==> src/rtl/mem_port_arbiter.sv <==
// Purpose: shares the single core memory port between instruction fetch (read-only) and load/store.
// Latency: accept at T, mem_req_o at T+1, response pulse one cycle after mem_rvalid_i (3-cycle minimum issue interval).
// Backpressure: ready only in IDLE; request held on mem_req_o until mem_gnt_i, one transaction in flight.
module mem_port_arbiter #(
    parameter int STARVE_MAX = 4
) (
    input  logic        clk,
    input  logic        rst,
    input  logic        if_valid_i,
    output logic        if_ready_o,
    input  logic [31:0] if_addr_i,
    output logic        if_rvalid_o,
    output logic [31:0] if_rdata_o,
    input  logic        flush_i,
    input  logic        ls_valid_i,
    output logic        ls_ready_o,
    input  logic [31:0] ls_addr_i,
    input  logic        ls_we_i,
    input  logic [3:0]  ls_be_i,
    input  logic [31:0] ls_wdata_i,
    output logic        ls_rvalid_o,
    output logic [31:0] ls_rdata_o,
    output logic        mem_req_o,
    output logic [31:0] mem_addr_o,
    output logic        mem_we_o,
    output logic [3:0]  mem_be_o,
    output logic [31:0] mem_wdata_o,
    input  logic        mem_gnt_i,
    input  logic        mem_rvalid_i,
    input  logic [31:0] mem_rdata_i
);
    localparam logic [1:0] IDLE = 2'd0;
    localparam logic [1:0] REQ  = 2'd1;
    localparam logic [1:0] RSP  = 2'd2;
    localparam logic [3:0] STARVE_LIM = 4'(STARVE_MAX);

    logic [1:0] state;
    logic [3:0] starve_cnt;
    logic       owner_if;
    logic       drop;
    logic       forced;
    logic       sel_ls;
    logic       sel_if;

    // IF is forced only when it could actually be accepted this cycle
    assign forced = if_valid_i && !flush_i && (starve_cnt == STARVE_LIM);
    assign sel_ls = (state == IDLE) && ls_valid_i && !forced;
    assign sel_if = (state == IDLE) && !sel_ls && if_valid_i && !flush_i;

    assign ls_ready_o = sel_ls;
    assign if_ready_o = sel_if;

    always_ff @(posedge clk or negedge rst) begin
        if (!rst) begin
            state       <= IDLE;
            starve_cnt  <= 4'd0;
            owner_if    <= 1'b0;
            drop        <= 1'b0;
            mem_req_o   <= 1'b0;
            mem_addr_o  <= 32'd0;
            mem_we_o    <= 1'b0;
            mem_be_o    <= 4'd0;
            mem_wdata_o <= 32'd0;
            if_rvalid_o <= 1'b0;
            if_rdata_o  <= 32'd0;
            ls_rvalid_o <= 1'b0;
            ls_rdata_o  <= 32'd0;
        end else begin
            if_rvalid_o <= 1'b0;
            ls_rvalid_o <= 1'b0;
            case (state)
                IDLE: begin
                    if (sel_ls) begin
                        mem_req_o   <= 1'b1;
                        mem_addr_o  <= ls_addr_i;
                        mem_we_o    <= ls_we_i;
                        mem_be_o    <= ls_be_i;
                        mem_wdata_o <= ls_wdata_i;
                        owner_if    <= 1'b0;
                        state       <= REQ;
                        if (if_valid_i)
                            starve_cnt <= (starve_cnt == STARVE_LIM) ? starve_cnt : starve_cnt + 4'd1;
                        else
                            starve_cnt <= 4'd0;
                    end else if (sel_if) begin
                        mem_req_o   <= 1'b1;
                        mem_addr_o  <= if_addr_i;
                        mem_we_o    <= 1'b0;
                        mem_be_o    <= 4'hF;
                        mem_wdata_o <= 32'd0;
                        owner_if    <= 1'b1;
                        state       <= REQ;
                        starve_cnt  <= 4'd0;
                    end
                end
                REQ: begin
                    if (owner_if && flush_i)
                        drop <= 1'b1;
                    if (mem_gnt_i) begin
                        mem_req_o <= 1'b0;
                        state     <= RSP;
                    end
                end
                RSP: begin
                    if (mem_rvalid_i) begin
                        state <= IDLE;
                        drop  <= 1'b0;
                        if (!owner_if) begin
                            ls_rvalid_o <= 1'b1;
                            ls_rdata_o  <= mem_rdata_i;
                        end else if (!drop && !flush_i) begin
                            // a flush arriving alongside the data discards it as well
                            if_rvalid_o <= 1'b1;
                            if_rdata_o  <= mem_rdata_i;
                        end
                    end else if (owner_if && flush_i) begin
                        drop <= 1'b1;
                    end
                end
                default: state <= IDLE;
            endcase
        end
    end
endmodule

==> config.mk <==
export PLATFORM = sky130hd
export DESIGN_NAME = mem_port_arbiter
export DESIGN_NICKNAME = d
export VERILOG_FILES = /design/src/rtl/mem_port_arbiter.sv
export SDC_FILE = /design/constraint.sdc
export NUM_CORES = 1
export LEC_CHECK = 0
export CAP_MARGIN = 30
export CORE_AREA = 8 8 128 130
export CTS_CLUSTER_SIZE = 16
export DETAILED_ROUTE_END_ITERATION = 8
export DIE_AREA = 0 0 136 138
export PLACE_DENSITY = 0.8
export SLEW_MARGIN = 20
export SYNTH_ARGS = -nofsm -noshare
export SYNTH_HDL_FRONTEND = slang
export SYNTH_SLANG_ARGS = --single-unit
==> constraint.sdc <==
create_clock -name clk -period 2.3 [get_ports clk]
set_input_delay 0.46 -clock clk [delete_from_list [all_inputs] [get_ports clk]]
set_output_delay 0.46 -clock clk [all_outputs]
set_load 0.01 [all_outputs]
# Word-level counts from Yosys, hierarchy flattened
# Cells that the tools add are included.
[word_totals] ff_bits=144 in_bits=140 out_inout_bits=138 word_cells=77
[op_classes] n_addsub=1 eq_ne=7 mux=32 bitwise=1 n_reduce_logical=23
[op_table] cell="$mux W32" count=4
[op_table] cell="$mux W4" count=6
[op_table] cell="$mux W1" count=15
[op_table] cell="$reduce_and A3 Y1" count=4
[op_table] cell="$logic_and A1 B1 Y1" count=9
[op_table] cell="$mux W2" count=4
[op_table] cell="$ne A3 B3 Y1 const B" count=2
[op_table] cell="$pmux W2 S3" count=1
[op_table] cell="$reduce_bool A2 Y1" count=3
[op_table] cell="$add A4 B1 Y4 const B" count=1
[op_table] cell="$eq A4 B3 Y1 const B" count=1
[op_table] cell="$logic_not A1 Y1" count=4
[op_table] cell="$ne A2 B2 Y1 const B" count=2
[op_table] cell="$pmux W1 S2" count=2
[op_table] cell="$reduce_and A4 Y1" count=1
[op_table] cell="$eq A2 B1 Y1 const B" count=1
[op_table] cell="$eq A2 B2 Y1 const B" count=1
[op_table] cell="$logic_not A2 Y1" count=1
[op_table] cell="$reduce_and A2 Y1" count=1
[op_table] cell="$not A1 Y1" count=1

# Longest topological paths before layout
# Gate-level depths: netlist (run 1).
[depth] ltp_word=12 ltp_mapped=9 ltp_nobuf=7

# Worst setup path before layout (run 1)
# Ideal clock, no wire load.
[synth_path] kind="register to output" start="reg starve_cnt[0]" end="out ls_ready_o" t_arrival_ns=1.445 required_ns=1.840 setup_slack_ns=0.395 path_stages_with_launch=9 path_buffers=3 path_cell_list="dfrtp_1 inv_1 ha_1 and3b_1 a21o_1 buf_4 inv_2 buf_6 buf_6"
[synth_between] elab_chain_len=4
[synth_rtl] element="start, declared" line_no="38" text="logic [3:0] starve_cnt;"
[synth_rtl] element="start signal, assigned" line_no="82" text="starve_cnt <= (starve_cnt == STARVE_LIM) ? starve_cnt : starve_cnt + 4'd1;"
[synth_rtl] element="$eq A4 B3 Y1" line_no="46" text="assign forced = if_valid_i && !flush_i && (starve_cnt == STARVE_LIM);"
[synth_rtl] element="$logic_and A1 B1 Y1" line_no="46"
[synth_rtl] element="$logic_not A1 Y1" line_no="47" text="assign sel_ls = (state == IDLE) && ls_valid_i && !forced;"
[synth_rtl] element="$logic_and A1 B1 Y1" line_no="47"
[synth_rtl] element="end, declared" line_no="16" text="output logic ls_ready_o,"
# No other way between the ends.

# Final worst setup path (run 1)
[layout_path] start="reg starve_cnt[1]" end="out ls_ready_o"
# Same word-level chain as after synthesis.

==> run_results.csv, run 1 <==
group,metric,value,unit
synthesis,synth_edf_count,0,
sta,hold_viol,0,
floorplanning,io_pins,278,
global_routing,grt_pass1_vias,5200,
cells_and_area,drive_gt1_frac,0.0876,
sta,drv_slew,0,
synthesis,yosys-mux-area-fraction,0.0662,
cells_and_area,antenna_cells,0,
synthesis,synthCells,525,
global_routing,grt_usage,0.208,
floorplanning,dieArea,18800,um2
floorplanning,fp.dieH,138,um
sta,slew_headroom,0.655,
synthesis,synth_area_leaders,"dfrtp_1 62%, nand2_1 8.6%, a21oi_1 6.0%",
critical_path,crit_type,"flop to primary output",
cells_and_area,syn2layout_area_growth,63.5,%
detailed_routing,vias,5021,
global_routing,grt_first_pass_wirelength,30200,um
synthesis,synth_simple_gate_area_share,0.127,
clock_tree,cts_buffer_depth,2,
placement,hpwl,14200,um
synthesis,synth_top_family_by_area,"compound AO/OA/AOI/OAI gates",
global_routing,antenna_found_initial,0,
cells_and_area,fin_util,0.661,
synthesis,ys_ff_latch,144,
synthesis,yosys.area.top_type_share,0.623,
detailed_routing,drt_wl_total,19400,um
synthesis,yosysMostFrequentCell,"dfrtp_1",
synthesis,synthAdderAreaFrac,0.0130,
synthesis,syn_area,5790,um2
detailed_routing,drtIter0Drc,281,
cells_and_area,layout.nets,955,
detailed_routing,drc,0,
sta,fin_crit_sh,0.957,
pwr,power_leakage,4.31,nW
sta,tns,0,ns
global_routing,grt_max_degree,67,
synthesis,synth_xor_area_frac,0.00151,
status,outcome,"finished, final reports clean",
run,drv_cap,0,
placement,numPortBuffers,277,
sta,max_freq,454,MHz
critical_path,worst-path-max-fanout,4,
sta,clock_skew,0.00490,ns
detailed_routing,dr.pass1.iters,4,
critical_path,rrSetupSlack,0.22,ns
detailed_routing,vias_per_cell,4.99,
synthesis,yosys-top-cells-count,"144 x dfrtp_1, 133 x nand2_1, 69 x a21oi_1, 35 x nor2_1, 33 x a22o_1",
synthesis,synth_top_area_cell,"dfrtp_1",
critical_path,worstPathArrival,1.74,ns
detailed_routing,routedWlPerCell,19.3,um
floorplanning,die-width,136,um
clock_tree,htree_num_levels,4,
critical_path,endpoint_kind,"primary output",
synthesis,syn_nets,671,
critical_path,required,1.84,ns
sta,period_needed,2.20,ns
pwr,power_density,1320,nW/um2
clock_tree,cts_tree,"done",
synthesis,async_reset_ff_frac,1.00,
clock_tree,cts.sinks,144,
sta,tightest_slew,0.518,ns
synthesis,seq_area_frac_synth,0.623,
synthesis,yosys_warnings,0,
synthesis,syn_area_per_cell,11.0,um2
global_routing,globalRoute.totalOverflow,0,
synthesis,synthFlopType,"dfrtp_1",
clock_tree,path_clk_slew,0.06,ns
floorplanning,core-area,14300,um2
floorplanning,rows,44,
critical_path,critPathLaunchType,"flop",
min_path,hold_class,"flop to flop",
synthesis,yosysUniqueCellTypes,35,
sta,setup_viol,0,
floorplanning,start_util,0.404,
synthesis,synth_compound_area_frac,0.130,
clock_tree,clk-insertion-delay-late,0.41,ns
clock_tree,cts_made_buffers,17,
pwr,irDropWorstVdd,0.638,mV
clock_tree,root_buffer,"clkbuf_16",
placement,place_congestion,0.839,
detailed_routing,antenna_left,0,
==> power breakdown <==
part	leakage (nW)	internal, W	total [W]	switching (W)
registers	1.79	0.00362	0.00425	0.000634
clock network	0.280	0.00181	0.00287	0.00106
logic	2.24	0.00290	0.00534	0.00244
==> per-stage QoR <==
stage | instance area (um2) | instances | hold WS [ns] | total power (W) | worst slack [ns]
floorplan | 5790 | 525 | 0.164 | 0.00650 | 0.395
global placement | 8800 | 969 | 0.426 | 0.00939 | -0.0683
detailed placement | 8800 | 969 | 0.435 | 0.00959 | -0.0796
CTS | 9420 | 1002 | 0.476 | 0.0125 | 0.0385
global route | 9460 | 1006 | 0.491 | 0.0132 | -0.00509
finish | 9460 | 1006 | 0.473 | 0.0125 | 0.0984
==> critical path, stage by stage (launching register included) <==
cell	delay (ns)
dfrtp_1	0.40
inv_1	0.06
ha_1	0.21
and3b_1	0.22
a21o_1	0.21
inv_2	0.09
buf_4	0.14
==> cells in the final DEF, fill, tap and decap left out, drive strengths merged, types with 2 or more instances in the layout <==
cell type,instances
a21boi,2
nand2b,2
inv,9
nor2,35
bufinv,4
mux2,34
clkbuf,18
a22o,33
clkdlybuf4s50,274
clkinvlp,7
clkinv,3
o21ai,5
nand2,133
o22a,4
a31oi,2
buf,21
dfrtp,144
a21oi,69
ha,6
==> path summary, 6_finish.rpt <==
path / from / end / cells past startpoint
worst max-delay path: starve_cnt[1]$_DFFE_PN0P_ / ls_ready_o / 6
max in group asynchronous: rst / mem_wdata_o[13]$_DFFE_PN0P_ / 3
worst max register to register: starve_cnt[1]$_DFFE_PN0P_ / mem_addr_o[5]$_DFFE_PN0P_ / 8
worst min-delay path: ls_rdata_o[11]$_DFFE_PN0P_ / ls_rdata_o[11]$_DFFE_PN0P_ / 2
worst min register to register: ls_rdata_o[11]$_DFFE_PN0P_ / ls_rdata_o[11]$_DFFE_PN0P_ / 2
min in group asynchronous: rst / if_rdata_o[15]$_DFFE_PN0P_ / 2
==> state kept, by name (all words and copies together) (netlist names) <==
| register | count |
|---|---|
| mem_addr_o | 32 |
| starve_cnt | 4 |
| owner_if | 1 |
| mem_we_o | 1 |
| ls_rvalid_o | 1 |
| ls_rdata_o | 32 |
| drop | 1 |
| if_rvalid_o | 1 |
| if_rdata_o | 32 |
| mem_be_o | 4 |
| state | 2 |
| mem_wdata_o | 32 |
| mem_req_o | 1 |
==> cells by family (layout without fill, tap and decap cells) <==
kind of cell	Yosys count	in the layout
and+or+nand+nor	180	180
xor gates and xnor gates	1	1
adders and majority gates	6	6
muxes	34	34
buffers and inverters	41	338
AOI/OAI and AO/OA	119	119
DFF	144	144
==> area by class of cell <==
class | instances | area, um2
Multi-Input combinational cell | 340 | 1970
Sequential cell | 144 | 3600
Inverter | 9 | 33.8
Timing Repair Buffer | 297 | 3000
Clock inverter | 14 | 191
Clock buffer | 18 | 429
Fill cell | 1063 | 4850
Tap cell | 184 | 230
==> layer usage <==
layer,up-vias,global-route usage,part of all wire
li1,2340,-,-
met1,2459,0.235,0.37
met2,192,0.360,0.54
met3,30,0.0536,0.061
met4,0,0.0920,0.028
met5,-,0,0
==> repair_timing <==
item,4_1_cts,5_1_grt
hold endpoints to repair,44,0
endpoints found under the setup margin,2,35
cloned,0,0
resized for setup,5,2
hold buffers,1,0
buffers inserted,0,4
Power figures use the tool's default switching activity.
==> inputs of run 2 (changes only) <==
--- a/config.mk
+++ b/config.mk
@@ -6,11 +6,12 @@
 export NUM_CORES = 1
 export LEC_CHECK = 0
 export CAP_MARGIN = 30
-export CORE_AREA = 8 8 128 130
+export CORE_AREA = 2 2 121 123
+export CTS_BUF_LIST = sky130_fd_sc_hd__clkbuf_8
 export CTS_CLUSTER_SIZE = 16
 export DETAILED_ROUTE_END_ITERATION = 8
-export DIE_AREA = 0 0 136 138
-export PLACE_DENSITY = 0.8
+export DIE_AREA = 0 0 123 125
+export PLACE_DENSITY = 0.81
 export SLEW_MARGIN = 20
 export SYNTH_ARGS = -nofsm -noshare
 export SYNTH_HDL_FRONTEND = slang
==> run 2 against run 1 <==
Sequential power hardly changed; register-to-register slack better by 0.07 ns; worst hold slack better by 0.0017 ns; clock power is 21% lower; routed wire length is 12% lower; non-clock buffer count is 3 lower; design area is 2.2% lower; critical path depth stayed put; largest power group unchanged; highest routed layer unchanged.
==> run_results.csv, run 2 (synthesized netlist as in run 1, its figures left out) <==
group,metric,value,unit
floorplanning,core-area,14200,um2
pwr,combPwrFrac,0.446,
cells_and_area,multi_input_area,1970,um2
global_routing,grt_first_pass_wirelength,26600,um
cells_and_area,drive_gt1_frac,0.0845,
sta,clock_skew,0.0119,ns
floorplanning,start_util,0.407,
floorplanning,io_pins,278,
placement,place_ws,-0.0359,ns
detailed_routing,routedWlPerCell,17.0,um
pwr,internal_power,0.00780,W
pwr,swShare,0.333,
detailed_routing,drt_wl_total,17000,um
sta,fin_crit_sh,0.949,
detailed_routing,dr.pass1.iters,4,
cells_and_area,fin_area,9260,um2
status,outcome,"finished, final reports clean",
critical_path,endpoint_kind,"primary output",
sta,drv_slew,0,
global_routing,grt_usage,0.224,
pwr,power.share.clock,0.193,
pwr,seqPwrFrac,0.361,
placement,dpl_cell_area,8790,um2
sta,slew_headroom,0.660,
sta,worst_slack,0.117,ns
floorplanning,rows,44,
floorplanning,die-width,123,um
critical_path,path_cells,"inv_1 -> ha_1 -> and3b_1 -> a21o_1 -> inv_2 -> buf_2",
sta,setup_viol,0,
sta,fin_hold_ws,0.474,ns
critical_path,cpPeakStageDelay,0.38,ns
run,drv_cap,0,
cells_and_area,antenna_cells,0,
pwr,irDropWorstVdd,0.638,mV
detailed_routing,antenna_left,0,
detailed_routing,drtIter0Drc,337,
detailed_routing,drc,0,
global_routing,grt_pass1_vias,5227,
clock_tree,cts_setup_buffers,0,
cells_and_area,register_area,3600,um2
placement,dp.cells,970,
pwr,power_density,1260,nW/um2
cells_and_area,syn2layout_area_growth,59.9,%
cells_and_area,layout.nets,952,
cells_and_area,layout_commonest_cell,"clkdlybuf4s50_1",
pwr,p_switching,0.00390,W
global_routing,antenna_found_initial,0,
critical_path,cp_slowest_cell,"dfrtp_1",
sta,period_needed,2.18,ns
sta,hold_viol,0,
clock_tree,cts_tree,"done",
critical_path,crit_type,"flop to primary output",
global_routing,globalRoute.totalOverflow,0,
global_routing,grt_max_degree,67,
pwr,power_leakage,4.24,nW
cells_and_area,fill_cells,1095,
placement,place_congestion,0.928,
clock_tree,cts_made_buffers,17,
sta,tightest_slew,0.510,ns
detailed_routing,vias_per_cell,5.04,
floorplanning,fp.dieH,125,um
cells_and_area,final_cell_mix,"274 x clkdlybuf4s50_1, 144 x dfrtp_1, 133 x nand2_1",
clock_tree,cts_buffer_depth,2,
cells_and_area,fin_util,0.652,
critical_path,worst-path-max-fanout,3,
min_path,hold_class,"flop to flop",
placement,hpwl,12300,um
floorplanning,dieArea,15400,um2
critical_path,required,1.84,ns
clock_tree,htree_num_levels,4,
sta,max_freq,458,MHz
clock_tree,root_buffer,"clkbuf_8",
detailed_routing,vias,5042,
cells_and_area,final_cells,1001,
critical_path,critPathLaunchType,"flop",
critical_path,worstPathArrival,1.72,ns
clock_tree,cts.sinks,144,
clock_tree,clk-insertion-delay-late,0.43,ns
clock_tree,path_clk_slew,0.07,ns
placement,numPortBuffers,277,
## run 2: power by group through the flow
stage,Clock [W],Combinational [W],Sequential [W]
floorplan,0,0.00183,0.00468
global placement,0,0.00509,0.00420
detailed placement,0,0.00523,0.00426
CTS,0.00231,0.00526,0.00422
global route,0.00243,0.00562,0.00435
finish,0.00226,0.00522,0.00422
## run 2: path summary, 6_finish.rpt
kind	startpoint	end	slack (ns)	depth (start not counted)
worst max-delay path	starve_cnt[0]$_DFFE_PN0P_	ls_ready_o	0.12	6
worst min-delay path	ls_rdata_o[23]$_DFFE_PN0P_	ls_rdata_o[23]$_DFFE_PN0P_	0.47	2
worst max register to register	starve_cnt[0]$_DFFE_PN0P_	mem_addr_o[3]$_DFFE_PN0P_	0.29	8
worst min register to register	ls_rdata_o[23]$_DFFE_PN0P_	ls_rdata_o[23]$_DFFE_PN0P_	0.47	2
max in group asynchronous	rst	mem_wdata_o[27]$_DFFE_PN0P_	0.99	3
min in group asynchronous	rst	mem_addr_o[4]$_DFFE_PN0P_	0.56	2
## run 2: repair_timing
item / 4_1_cts / 5_1_grt
hold buffers: 1 / 0
resized for setup: 5 / 2
hold endpoints to repair: 51 / 0
setup endpoints to repair: 2 / 3
## run 2: routing by layer
metal	part of all wire	track usage	wire [um]
met5	0	0	0
met3	0.054	0.0497	922
met2	0.52	0.375	8800
met4	0.045	0.125	763
met1	0.38	0.264	6560
## run 2: metrics by stage
| step | setup TNS, ns | total power (W) |
|---|---|---|
| after global routing | -0.00155 | 0.0124 |
| after CTS | 0 | 0.0118 |
| after global placement | -0.0326 | 0.00929 |
| final | 0 | 0.0117 |
| after floorplan | 0 | 0.00650 |
| after detailed placement | -0.120 | 0.00949 |
## run 2: final cells by class
| class | instances | share of cell area |
|---|---|---|
| clock buffers | 19 | 0.0283 |
| repair buffers | 294 | 0.320 |
| multi-input cells | 340 | 0.213 |
| clock inverters | 11 | 0.0203 |
| inverters | 9 | 0.00365 |
| flip-flops and latches | 144 | 0.389 |
| well taps | 184 | 0.0249 |
## run 2: worst max-delay path, delay by kind of cell (launching register included)
kind,cells,cell delay [ns]
DFF,1,0.38
adders and majority gates,1,0.22
and+or+nand+nor,1,0.21
AOI/OAI and AO/OA,1,0.20
buffers and inverters,3,0.29
